==> src/rtl/router_pkg.sv <==
// Shared definitions for the router read-side scheduler: FSM states, header
// field positions and the output-buffer entry layout.
package router_pkg;

   localparam int LEN_W        = 6;
   localparam int NUM_PORTS    = 3;
   localparam int HDR_LEN_LSB  = 2;
   localparam int HDR_LEN_MSB  = 7;
   localparam int HDR_ADDR_MSB = 1;

   localparam logic [2:0] IDLE     = 3'd0;
   localparam logic [2:0] HDR      = 3'd1;
   localparam logic [2:0] WAIT_HDR = 3'd2;
   localparam logic [2:0] BODY     = 3'd3;
   localparam logic [2:0] DRAIN    = 3'd4;

   typedef struct packed {
      logic [1:0] port;
      logic       eop;
      logic       sop;
      logic [7:0] data;
   } buf_entry_t;

   function automatic logic [1:0] next_port(input logic [1:0] p);
      return (p == 2'd2) ? 2'd0 : p + 2'd1;
   endfunction

   // First set valid at or after ptr, wrapping 2 -> 0.
   function automatic logic [1:0] rr_pick(input logic [2:0] vld, input logic [1:0] ptr);
      logic [1:0] cand;
      logic [1:0] pick;
      logic       found;
      cand  = ptr;
      pick  = ptr;
      found = 1'b0;
      for (int k = 0; k < NUM_PORTS; k++) begin
         if (vld[cand] && !found) begin
            pick  = cand;
            found = 1'b1;
         end
         cand = next_port(cand);
      end
      return pick;
   endfunction

endpackage

==> src/rtl/router_skid_buf.sv <==
// Two-entry output buffer holding {port, eop, sop, data}; flush empties it at once
// and wins over a concurrent push.
module router_skid_buf
   import router_pkg::*;
(
   input  logic       clock,
   input  logic       reset,
   input  logic       push,
   input  buf_entry_t push_entry,
   input  logic       pop,
   input  logic       flush,
   output buf_entry_t head,
   output logic       valid,
   output logic [1:0] occ
);

   buf_entry_t mem_reg [2];
   logic       wr_ptr_reg;
   logic       rd_ptr_reg;
   logic [1:0] occ_reg;
   logic       do_push;
   logic       do_pop;

   assign do_pop  = pop && (occ_reg != 2'd0);
   assign do_push = push && ((occ_reg != 2'd2) || do_pop);

   genvar gi;
   generate
      for (gi = 0; gi < 2; gi++) begin : g_entry
         always_ff @(posedge clock or posedge reset) begin
            if (reset) begin
               mem_reg[gi] <= '0;
            end else if (do_push && !flush && (wr_ptr_reg == 1'(gi))) begin
               mem_reg[gi] <= push_entry;
            end
         end
      end
   endgenerate

   always_ff @(posedge clock or posedge reset) begin
      if (reset) begin
         wr_ptr_reg <= 1'b0;
         rd_ptr_reg <= 1'b0;
         occ_reg    <= 2'd0;
      end else if (flush) begin
         wr_ptr_reg <= 1'b0;
         rd_ptr_reg <= 1'b0;
         occ_reg    <= 2'd0;
      end else begin
         if (do_push) wr_ptr_reg <= ~wr_ptr_reg;
         if (do_pop)  rd_ptr_reg <= ~rd_ptr_reg;
         occ_reg <= occ_reg + {1'b0, do_push} - {1'b0, do_pop};
      end
   end

   assign head  = mem_reg[rd_ptr_reg];
   assign valid = (occ_reg != 2'd0);
   assign occ   = occ_reg;

endmodule

==> src/rtl/router_rd_sched.sv <==
// Read-side scheduler: packet-granular round-robin over three router output FIFOs,
// merging them into one framed ready/valid byte stream with parity checking.
module router_rd_sched
   import router_pkg::*;
#(
   parameter int DW      = 8,
   parameter int TIMEOUT = 32,
   parameter int TW      = 6
) (
   input  logic          clock,
   input  logic          reset,
   input  logic [2:0]    vld_in,
   input  logic [DW-1:0] data_in_0,
   input  logic [DW-1:0] data_in_1,
   input  logic [DW-1:0] data_in_2,
   output logic          read_enb_0,
   output logic          read_enb_1,
   output logic          read_enb_2,
   output logic [DW-1:0] m_data,
   output logic          m_valid,
   input  logic          m_ready,
   output logic          m_sop,
   output logic          m_eop,
   output logic [1:0]    m_port,
   output logic          pkt_err,
   output logic          abort
);

   logic [DW-1:0]  data_arr [NUM_PORTS];
   logic [2:0]     state_reg, state_next;
   logic [1:0]     grant_reg, grant_next;
   logic [1:0]     ptr_reg, ptr_next;
   logic [LEN_W:0] rem_reg, rem_next;
   logic [TW-1:0]  to_cnt_reg, to_cnt_next;
   logic [DW-1:0]  acc_reg, acc_next;
   logic           err_reg, err_next;
   logic           abort_reg, abort_next;
   logic           rd_pend_reg, pend_sop_reg, pend_eop_reg;

   logic           active, vld_g, pop, buf_room, reads_left;
   logic           timeout_hit, issue, push, flush;
   logic [DW-1:0]  data_sel;
   logic [2:0]     rd_vec;
   buf_entry_t     push_entry, head;
   logic           buf_valid;
   logic [1:0]     buf_occ;

   assign data_arr[0] = data_in_0;
   assign data_arr[1] = data_in_1;
   assign data_arr[2] = data_in_2;
   assign data_sel    = data_arr[grant_reg];

   assign active      = (state_reg == HDR) || (state_reg == BODY);
   assign vld_g       = vld_in[grant_reg];
   assign pop         = buf_valid && m_ready;
   // A read now lands in the buffer next cycle; keep one slot for it.
   assign buf_room    = ({1'b0, buf_occ} + {2'b00, rd_pend_reg}) <= (3'd1 + {2'b00, pop});
   assign reads_left  = (state_reg == HDR) || ((state_reg == BODY) && (rem_reg != '0));
   assign timeout_hit = active && !vld_g && (to_cnt_reg == TW'(TIMEOUT - 1));
   assign issue       = active && reads_left && vld_g && buf_room;
   assign push        = rd_pend_reg && !timeout_hit;

   assign push_entry.port = grant_reg;
   assign push_entry.eop  = pend_eop_reg;
   assign push_entry.sop  = pend_sop_reg;
   assign push_entry.data = data_sel;

   genvar gi;
   generate
      for (gi = 0; gi < NUM_PORTS; gi++) begin : g_rd
         assign rd_vec[gi] = issue && (grant_reg == 2'(gi));
      end
   endgenerate

   assign read_enb_0 = rd_vec[0];
   assign read_enb_1 = rd_vec[1];
   assign read_enb_2 = rd_vec[2];

   always_comb begin
      state_next  = state_reg;
      grant_next  = grant_reg;
      ptr_next    = ptr_reg;
      rem_next    = rem_reg;
      acc_next    = acc_reg;
      err_next    = err_reg;
      abort_next  = 1'b0;
      flush       = 1'b0;
      to_cnt_next = active ? (vld_g ? '0 : to_cnt_reg + TW'(1)) : '0;

      case (state_reg)
         IDLE: begin
            if (|vld_in) begin
               grant_next = rr_pick(vld_in, ptr_reg);
               state_next = HDR;
            end
         end
         HDR: begin
            if (issue) state_next = WAIT_HDR;
         end
         WAIT_HDR: begin
            rem_next   = {1'b0, data_sel[HDR_LEN_MSB:HDR_LEN_LSB]} + (LEN_W + 1)'(1);
            state_next = BODY;
         end
         BODY: begin
            if (issue) begin
               rem_next = rem_reg - (LEN_W + 1)'(1);
               if (rem_reg == (LEN_W + 1)'(1)) state_next = DRAIN;
            end
         end
         DRAIN: begin
            // Re-arbitrate in the same cycle the eop byte leaves the buffer.
            if (pop && head.eop) begin
               ptr_next = next_port(grant_reg);
               if (|vld_in) begin
                  grant_next = rr_pick(vld_in, next_port(grant_reg));
                  state_next = HDR;
               end else begin
                  state_next = IDLE;
               end
            end
         end
         default: state_next = IDLE;
      endcase

      if (timeout_hit) begin
         state_next  = IDLE;
         ptr_next    = next_port(grant_reg);
         abort_next  = 1'b1;
         flush       = 1'b1;
         to_cnt_next = '0;
      end

      if (push) begin
         if (pend_sop_reg)      acc_next = data_sel;
         else if (pend_eop_reg) err_next = (acc_reg != data_sel);
         else                   acc_next = acc_reg ^ data_sel;
      end
   end

   always_ff @(posedge clock or posedge reset) begin
      if (reset) begin
         state_reg    <= IDLE;
         grant_reg    <= 2'd0;
         ptr_reg      <= 2'd0;
         rem_reg      <= '0;
         to_cnt_reg   <= '0;
         acc_reg      <= '0;
         err_reg      <= 1'b0;
         abort_reg    <= 1'b0;
         rd_pend_reg  <= 1'b0;
         pend_sop_reg <= 1'b0;
         pend_eop_reg <= 1'b0;
      end else begin
         state_reg    <= state_next;
         grant_reg    <= grant_next;
         ptr_reg      <= ptr_next;
         rem_reg      <= rem_next;
         to_cnt_reg   <= to_cnt_next;
         acc_reg      <= acc_next;
         err_reg      <= err_next;
         abort_reg    <= abort_next;
         rd_pend_reg  <= issue;
         pend_sop_reg <= issue && (state_reg == HDR);
         pend_eop_reg <= issue && (state_reg == BODY) && (rem_reg == (LEN_W + 1)'(1));
      end
   end

   router_skid_buf u_buf (
      .clock      (clock),
      .reset      (reset),
      .push       (push),
      .push_entry (push_entry),
      .pop        (pop),
      .flush      (flush),
      .head       (head),
      .valid      (buf_valid),
      .occ        (buf_occ)
   );

   assign m_valid = buf_valid;
   assign m_data  = head.data;
   assign m_sop   = head.sop;
   assign m_eop   = head.eop;
   assign m_port  = head.port;
   assign pkt_err = buf_valid && head.eop && err_reg;
   assign abort   = abort_reg;

endmodule

==> config.mk <==
export PLATFORM = sky130hd
export DESIGN_NAME = router_rd_sched
export DESIGN_NICKNAME = d
export VERILOG_FILES = /design/src/rtl/router_pkg.sv /design/src/rtl/router_skid_buf.sv /design/src/rtl/router_rd_sched.sv
export SDC_FILE = /design/constraint.sdc
export NUM_CORES = 1
export LEC_CHECK = 0
export CORE_MARGIN = 2
export CORE_UTILIZATION = 45
export CTS_BUF_LIST = sky130_fd_sc_hd__clkbuf_4
export DETAILED_ROUTE_END_ITERATION = 7
export PLACE_DENSITY = 0.78
export SETUP_SLACK_MARGIN = 0.4
export SLEW_MARGIN = 20
export SYNTH_ARGS = -nofsm -noshare
export SYNTH_HDL_FRONTEND = slang
export SYNTH_HIERARCHICAL = 1
export SYNTH_SLANG_ARGS = --single-unit
==> constraint.sdc <==
create_clock -name clock -period 3.3 [get_ports clock]
set_input_delay 0.495 -clock clock [delete_from_list [all_inputs] [get_ports clock]]
set_output_delay 0.495 -clock clock [all_outputs]
set_load 0.005 [all_outputs]
### Yosys cells after proc, flatten, opt, wreduce, memory -nomap -nowiden

Cells that the tools add are included.

* multiplexer cells: 71
* multiply operators: 0
* $add $sub $neg: 12
* bitwise operators: 6
* eq/ne operators: 24
* div/mod/pow operators: 0
* reduce and logical (&&, ||, !) cells: 53
* $lt $le $gt $ge: 10
* shift-type cells: 0

Operator list (number)
* $mux W12: 3
* $mux W2: 16
* $mux W8: 4
* $mux W1: 27
* $logic_and A1 B1 Y1: 26
* $lt A2 B3 Y1 const B: 7
* $mux W3: 6
* $mux W6: 3
* $bmux W8 S2: 1
* $pmux W3 S5: 1
* $bmux W1 S2: 7
* $pmux W7 S2: 1
* $reduce_bool A2 Y1: 7
* $ne A2 B2 Y1 const B: 6
* $ne A3 B3 Y1 const B: 4
* $add A2 B1 Y2 const B: 5
* $eq A2 B2 Y1 const B: 5
* $ne A8 B8 Y1: 1
* $xor A8 B8 Y8: 1
* $add A6 B1 Y7 const B: 1
* $eq A7 B1 Y1 const B: 1
* $logic_not A1 Y1: 7
* $mux W7: 1
* $reduce_bool A7 Y1: 1
* 27 further kinds: 34

* memories kept: 0
* bits in writable memories: 0
* bits in read-only memories: 0
* output and inout bits: 18
* logic and storage cells: 198
* bits in latches: 0
* flip-flop bits (word level): 61

### Depth between registers and ports, before layout

Gate-level depths: netlist (run 1).

* word-level depth: 20
* depth in mapped cells: 11

### Modules after synthesis

Netlist (run 1), hierarchy kept.

Modules (own cells, without submodules)
* router_rd_sched: area an instance 2483.6 sq um, instances 1, seq. area each 825.8 sq um, cells each 271
* router_skid_buf: area an instance 1306.3 sq um, instances 1, seq. area each 700.7 sq um, cells each 87

### Worst setup path before layout (run 1)

Ideal clock, no wire load.

* path type: reg2out
* start point: register u_buf.occ_reg[0], in the netlist u_buf/occ[0]
* end point: output read_enb_2
* cell stages (with the launch flop): 9
* slack: 509 ps
* buffers on the path: 0
* data arrival time: 2296 ps
* path through: dfrtp_1 -> or2_2 -> nand2_1 -> inv_2 -> fa_1 -> o31ai_1 -> nand3_1 -> a31oi_1 -> nor3b_1

* longest elaborated chain between the ends: 6
* elaborated cells between the ends (all ways): 7
* those cells by class: add/sub (2); order compare (1); reduce/logical (4)

Ends and longest elaborated chain
* start, declared: RTL line router_skid_buf.sv:20 `logic [1:0] occ_reg;`
* start signal, assigned: RTL line router_skid_buf.sv:52 `occ_reg <= occ_reg + {1'b0, do_push} - {1'b0, do_pop};`
* $reduce_bool A2 Y1: RTL line router_skid_buf.sv:57 `assign valid = (occ_reg != 2'd0);`
* net m_valid: RTL line router_rd_sched.sv:20 `output logic m_valid,`
* $logic_and A1 B1 Y1: RTL line router_rd_sched.sv:55 `assign pop = buf_valid && m_ready;`
* net pop: RTL line router_rd_sched.sv:40 `logic active, vld_g, pop, buf_room, reads_left;`
* $add A1 B1 Y2: RTL line router_rd_sched.sv:57 `assign buf_room = ({1'b0, buf_occ} + {2'b00, rd_pend_reg}) <= (3'd1 + {2'b00, pop});`
* $le A3 B2 Y1: RTL line router_rd_sched.sv:57
* $logic_and A1 B1 Y1: RTL line router_rd_sched.sv:60 `assign issue = active && reads_left && vld_g && buf_room;`
* net issue: RTL line router_rd_sched.sv:41 `logic timeout_hit, issue, push, flush;`
* $logic_and A1 B1 Y1: RTL line router_rd_sched.sv:71 `assign rd_vec[gi] = issue && (grant_reg == 2'(gi));`
* end, declared: RTL line router_rd_sched.sv:18 `output logic read_enb_2,`

The timed path passes the listed nets, and every way through them passes these cells.

### Final worst setup path (run 1)

* start point: register u_buf.occ_reg[1], in the netlist u_buf/occ[1]
* end point: register pend_sop_reg

* longest elaborated chain between the ends: 6
* elaborated cells between the ends (all ways): 7
* those cells by class: add/sub (2); order compare (1); reduce/logical (4)

Ends and longest elaborated chain
* $reduce_bool A2 Y1: RTL line router_skid_buf.sv:57
* $logic_and A1 B1 Y1: RTL line router_rd_sched.sv:55
* net pop: RTL line router_rd_sched.sv:40
* $add A1 B1 Y2: RTL line router_rd_sched.sv:57
* $le A3 B2 Y1: RTL line router_rd_sched.sv:57
* $logic_and A1 B1 Y1: RTL line router_rd_sched.sv:60
* $logic_and A1 B1 Y1: RTL line router_rd_sched.sv:163 `pend_sop_reg <= issue && (state_reg == HDR);`
* end signal, assigned: RTL line router_rd_sched.sv:163
* end, declared: RTL line router_rd_sched.sv:38 `logic rd_pend_reg, pend_sop_reg, pend_eop_reg;`

The timed path passes the listed nets, and every way through them passes these cells.
A chain may end at the register's enable or synchronous reset.

==> results of run 1 <==
-- cells in the final DEF (no fill, tap or decap), types with 3 or more instances in the layout --
cell and instances:
dfrtp_1 61, clkdlybuf4s50_1 44, nor2_1 35, mux2_2 26, inv_1 19, buf_4 18, nand3_1 15, xnor2_1 15
nand2_1 14, buf_6 14, mux2_4 12, mux2i_1 11, o21ai_0 10, ha_1 9, clkbuf_4 9, o21ai_2 8
o311ai_1 8, a21oi_1 7, and2_1 5, nor2b_1 5, a31oi_1 5, inv_2 5, nor4_1 5, xor2_1 4
clkinv_2 3, o211ai_1 3, o21ai_1 3, o2bb2ai_2 3, buf_2 3
-- cell type report --
class	count	area, µm²
clock buffers	9	67.56
clock inverters	7	73.82
fillers	652	3408
inverters	25	95.09
multi-input cells	255	2125
flip-flops and latches	61	1526
well taps	105	131.4
repair buffers	79	748.2
-- logic make-up (layout without fill, tap and decap cells) --
family / Yosys count / after routing / share of synthesized area, %
compound gates: 71 / 71 / 15.58
xor+xnor: 19 / 19 / 4.391
fa+ha+maj: 11 / 11 / 3.830
flops: 61 / 61 / 40.28
mux: 50 / 50 / 15.68
buf+inv: 42 / 120 / 5.711
simple gates: 104 / 104 / 14.53
-- worst max path at each step --
stage	to	slack, ns	cells after the start
finish	pend_sop_reg$_DFF_PP0_	0.04	22
global route	pend_sop_reg$_DFF_PP0_	-0.03	22
CTS	pend_sop_reg$_DFF_PP0_	-0.02	21
detailed placement	read_enb_2	-0.27	9
global placement	read_enb_2	-0.14	9
floorplan	read_enb_2	0.51	8
-- layer usage --
layer  wire length [µm]  vias to the layer above
met2               4452                      113
met1               4034                     1516
li1                   -                     1429
met3                567                       26
met4                272                        0
met5                  0                        -
-- power groups by stage --
stage | sequential, mW | clock, mW | combinational (mW)
2_1_floorplan | 1.20 | 0 | 1.42
4_1_cts | 1.29 | 0.552 | 2.36
5_1_grt | 1.33 | 0.600 | 2.75
3_5_place_dp | 1.30 | 0 | 1.91
3_3_place_gp | 1.28 | 0 | 1.85
6_report | 1.30 | 0.561 | 2.54
-- what timing repair did --
action / 4_1_cts / 5_1_grt
setup buffers: 18 / 1
resized for setup: 35 / 8
endpoints found under the setup margin: 3 / 5
pin swaps: 5 / 1
-- through the flow --
| step | instances | total power, mW |
|---|---|---|
| floorplan | 358 | 2.618 |
| global placement | 506 | 3.126 |
| detailed placement | 506 | 3.214 |
| CTS | 540 | 4.199 |
| global route | 541 | 4.681 |
| finish | 541 | 4.401 |
-- critical path, delay by kind of cell, from the launching register on --
family                     cells  cell delay [ns]
DFF                            1             0.41
adders and majority gates      1             0.59
AOI/OAI and AO/OA              2             0.16
buffers and inverters         15             1.52
and+or+nand+nor                4             0.53
==> impl_metrics.ini, run 1 <==
[floorplanning]
io_pins = 48
die_w_um = 95.77
core_area_mm2 = 0.008175
rows = 33
die_area_mm2 = 0.009172
dieHeight_um = 95.77
start_util_pct = 46.36

[synthesis]
synth_cells = 358
ys_async_sr_fraction_pct = 100.0
yosysTopAreaCell = dfrtp_1
ys_seq_elements = 61
synth_cell_type_count = 64
seq_area_frac_synth_pct = 40.28
synth_fp_nets = 399
ys_top_cells_by_count = dfrtp_1 (61), nor2_1 (36), mux2_2 (26), inv_1 (21), nand3_1 (16)
avgSynthCellArea_um2 = 10.59
yosys_warnings = 6
syn_area_mm2 = 0.003790
ys.flop_type = dfrtp_1
yosysMostFrequentCell = dfrtp_1
synth_top_cells_by_area = dfrtp_1 (40%), mux2_2 (7.7%), mux2_4 (4.8%), nor2_1 (3.6%), xnor2_1 (3.5%)
synth_top_area_share_pct = 40.28
synth-edff-count = 0

[sta]
worst_slew_pin_slew_ns = 0.6297
rsz0062_at_grt = true
clock_skew_ns = 0.02806
post-route-min-period_ns = 3.263
fmax_mhz = 306.4
whs_ns = 0.4564
fin_setup_tns_ns = 0
finalHoldViolations = 0
fin_ws_ns = 0.03674
finalCritPeriodShare_pct = 98.89
slew_headroom_pct = 57.91
setup_viol = 0
slew_viol_final = 0

[power]
ir_drop_v = 0.0003494
comb_power_share_pct = 57.7
seq_power_share_pct = 29.5
p_sw_share_pct = 38.91
switching_power_mw = 1.712
p_clk_share_pct = 12.8
pwr_density_cell_mw_per_mm2 = 923.2
p_int_mw = 2.689
power.leakage_nw = 2.055

[critical_path]
crit_path_max_incr_delay_ns = 0.59
cpMaxStageDelayCell = fa_2
crit_type = reg -> reg
ff2ff_path_depth = 22
start_kind = flop
worst_path_most_repeated_cell = buf_6
arrival_ns = 3.64
worstPathCellList = or2_4, nand2_4, inv_2, fa_2, o31ai_4, o31ai_4, nand3_2, buf_6, buf_6, buf_6, buf_6, buf_6, buf_6, buf_6, buf_6, buf_6, buf_6, buf_6, buf_6, buf_6, buf_6, nor2_4
cp_max_fo = 2
reg2reg_to = pend_sop_reg$_DFF_PP0_
r2r-start = u_buf/occ[1]$_DFF_PP0_
startpoint = u_buf/occ[1]$_DFF_PP0_
cp.required_ns = 3.68
crit_path_end_kind = flop
rrSetupSlack_ns = 0.04

[final_layout]
layout-drive-gt1-share_pct = 29.82
area_delta_synth_final_pct = 25.78
antenna_cells = 0
final_cell_area_mm2 = 0.004767
fin_nets = 472
largest_reg_flops = 24
fin_util_pct = 58.31

[clocking]
cts_root_buf = clkbuf_4
cts-buffers-inserted = 9
tritoncts = done
htree_levels = 3
cts_hold_buf = 0
path_clk_slew_ns = 0.14
cts_sinks = 61
clock_latency_ns = 0.43
ctsLongestPathBuffers = 2

[global_route]
grtUsageTotal_pct = 20.64
grt_pass1_wl_mm = 14.29
busiest_layer = met2
grtUsageMet3_pct = 3.837
grt_overflow = 0
antenna_found_initial = 0
grt_max_degree = 29
met1_usage_pct = 26.35
use_met2_pct = 34.09
grt_pass1_vias = 2915

[routing]
firstDrtPassIters = 5
viasPerCell = 5.701
ant_nets = 0
wl_per_cell_um = 17.24
wl_mm = 9.326
drc = 0
drt_iter0_markers = 183
vias = 3084

[min_path]
hold_path.class = in -> async

[placement]
gp_congestion = 0.8494
place_area_mm2 = 0.004368
pre_cts_slack_ns = -0.2683
post-dp-hpwl_mm = 6.262
portBuffers = 47

[outcome]
status = completed

[job]
cap_viol_max_count = 0
(Power assumes the default switching activity.)
==> run 2, diff against run 1 <==
- CTS_CLUSTER_DIAMETER: unset -> 80
==> results of run 2 <==
Final layout, timing and power as in run 1 (identical DEF).
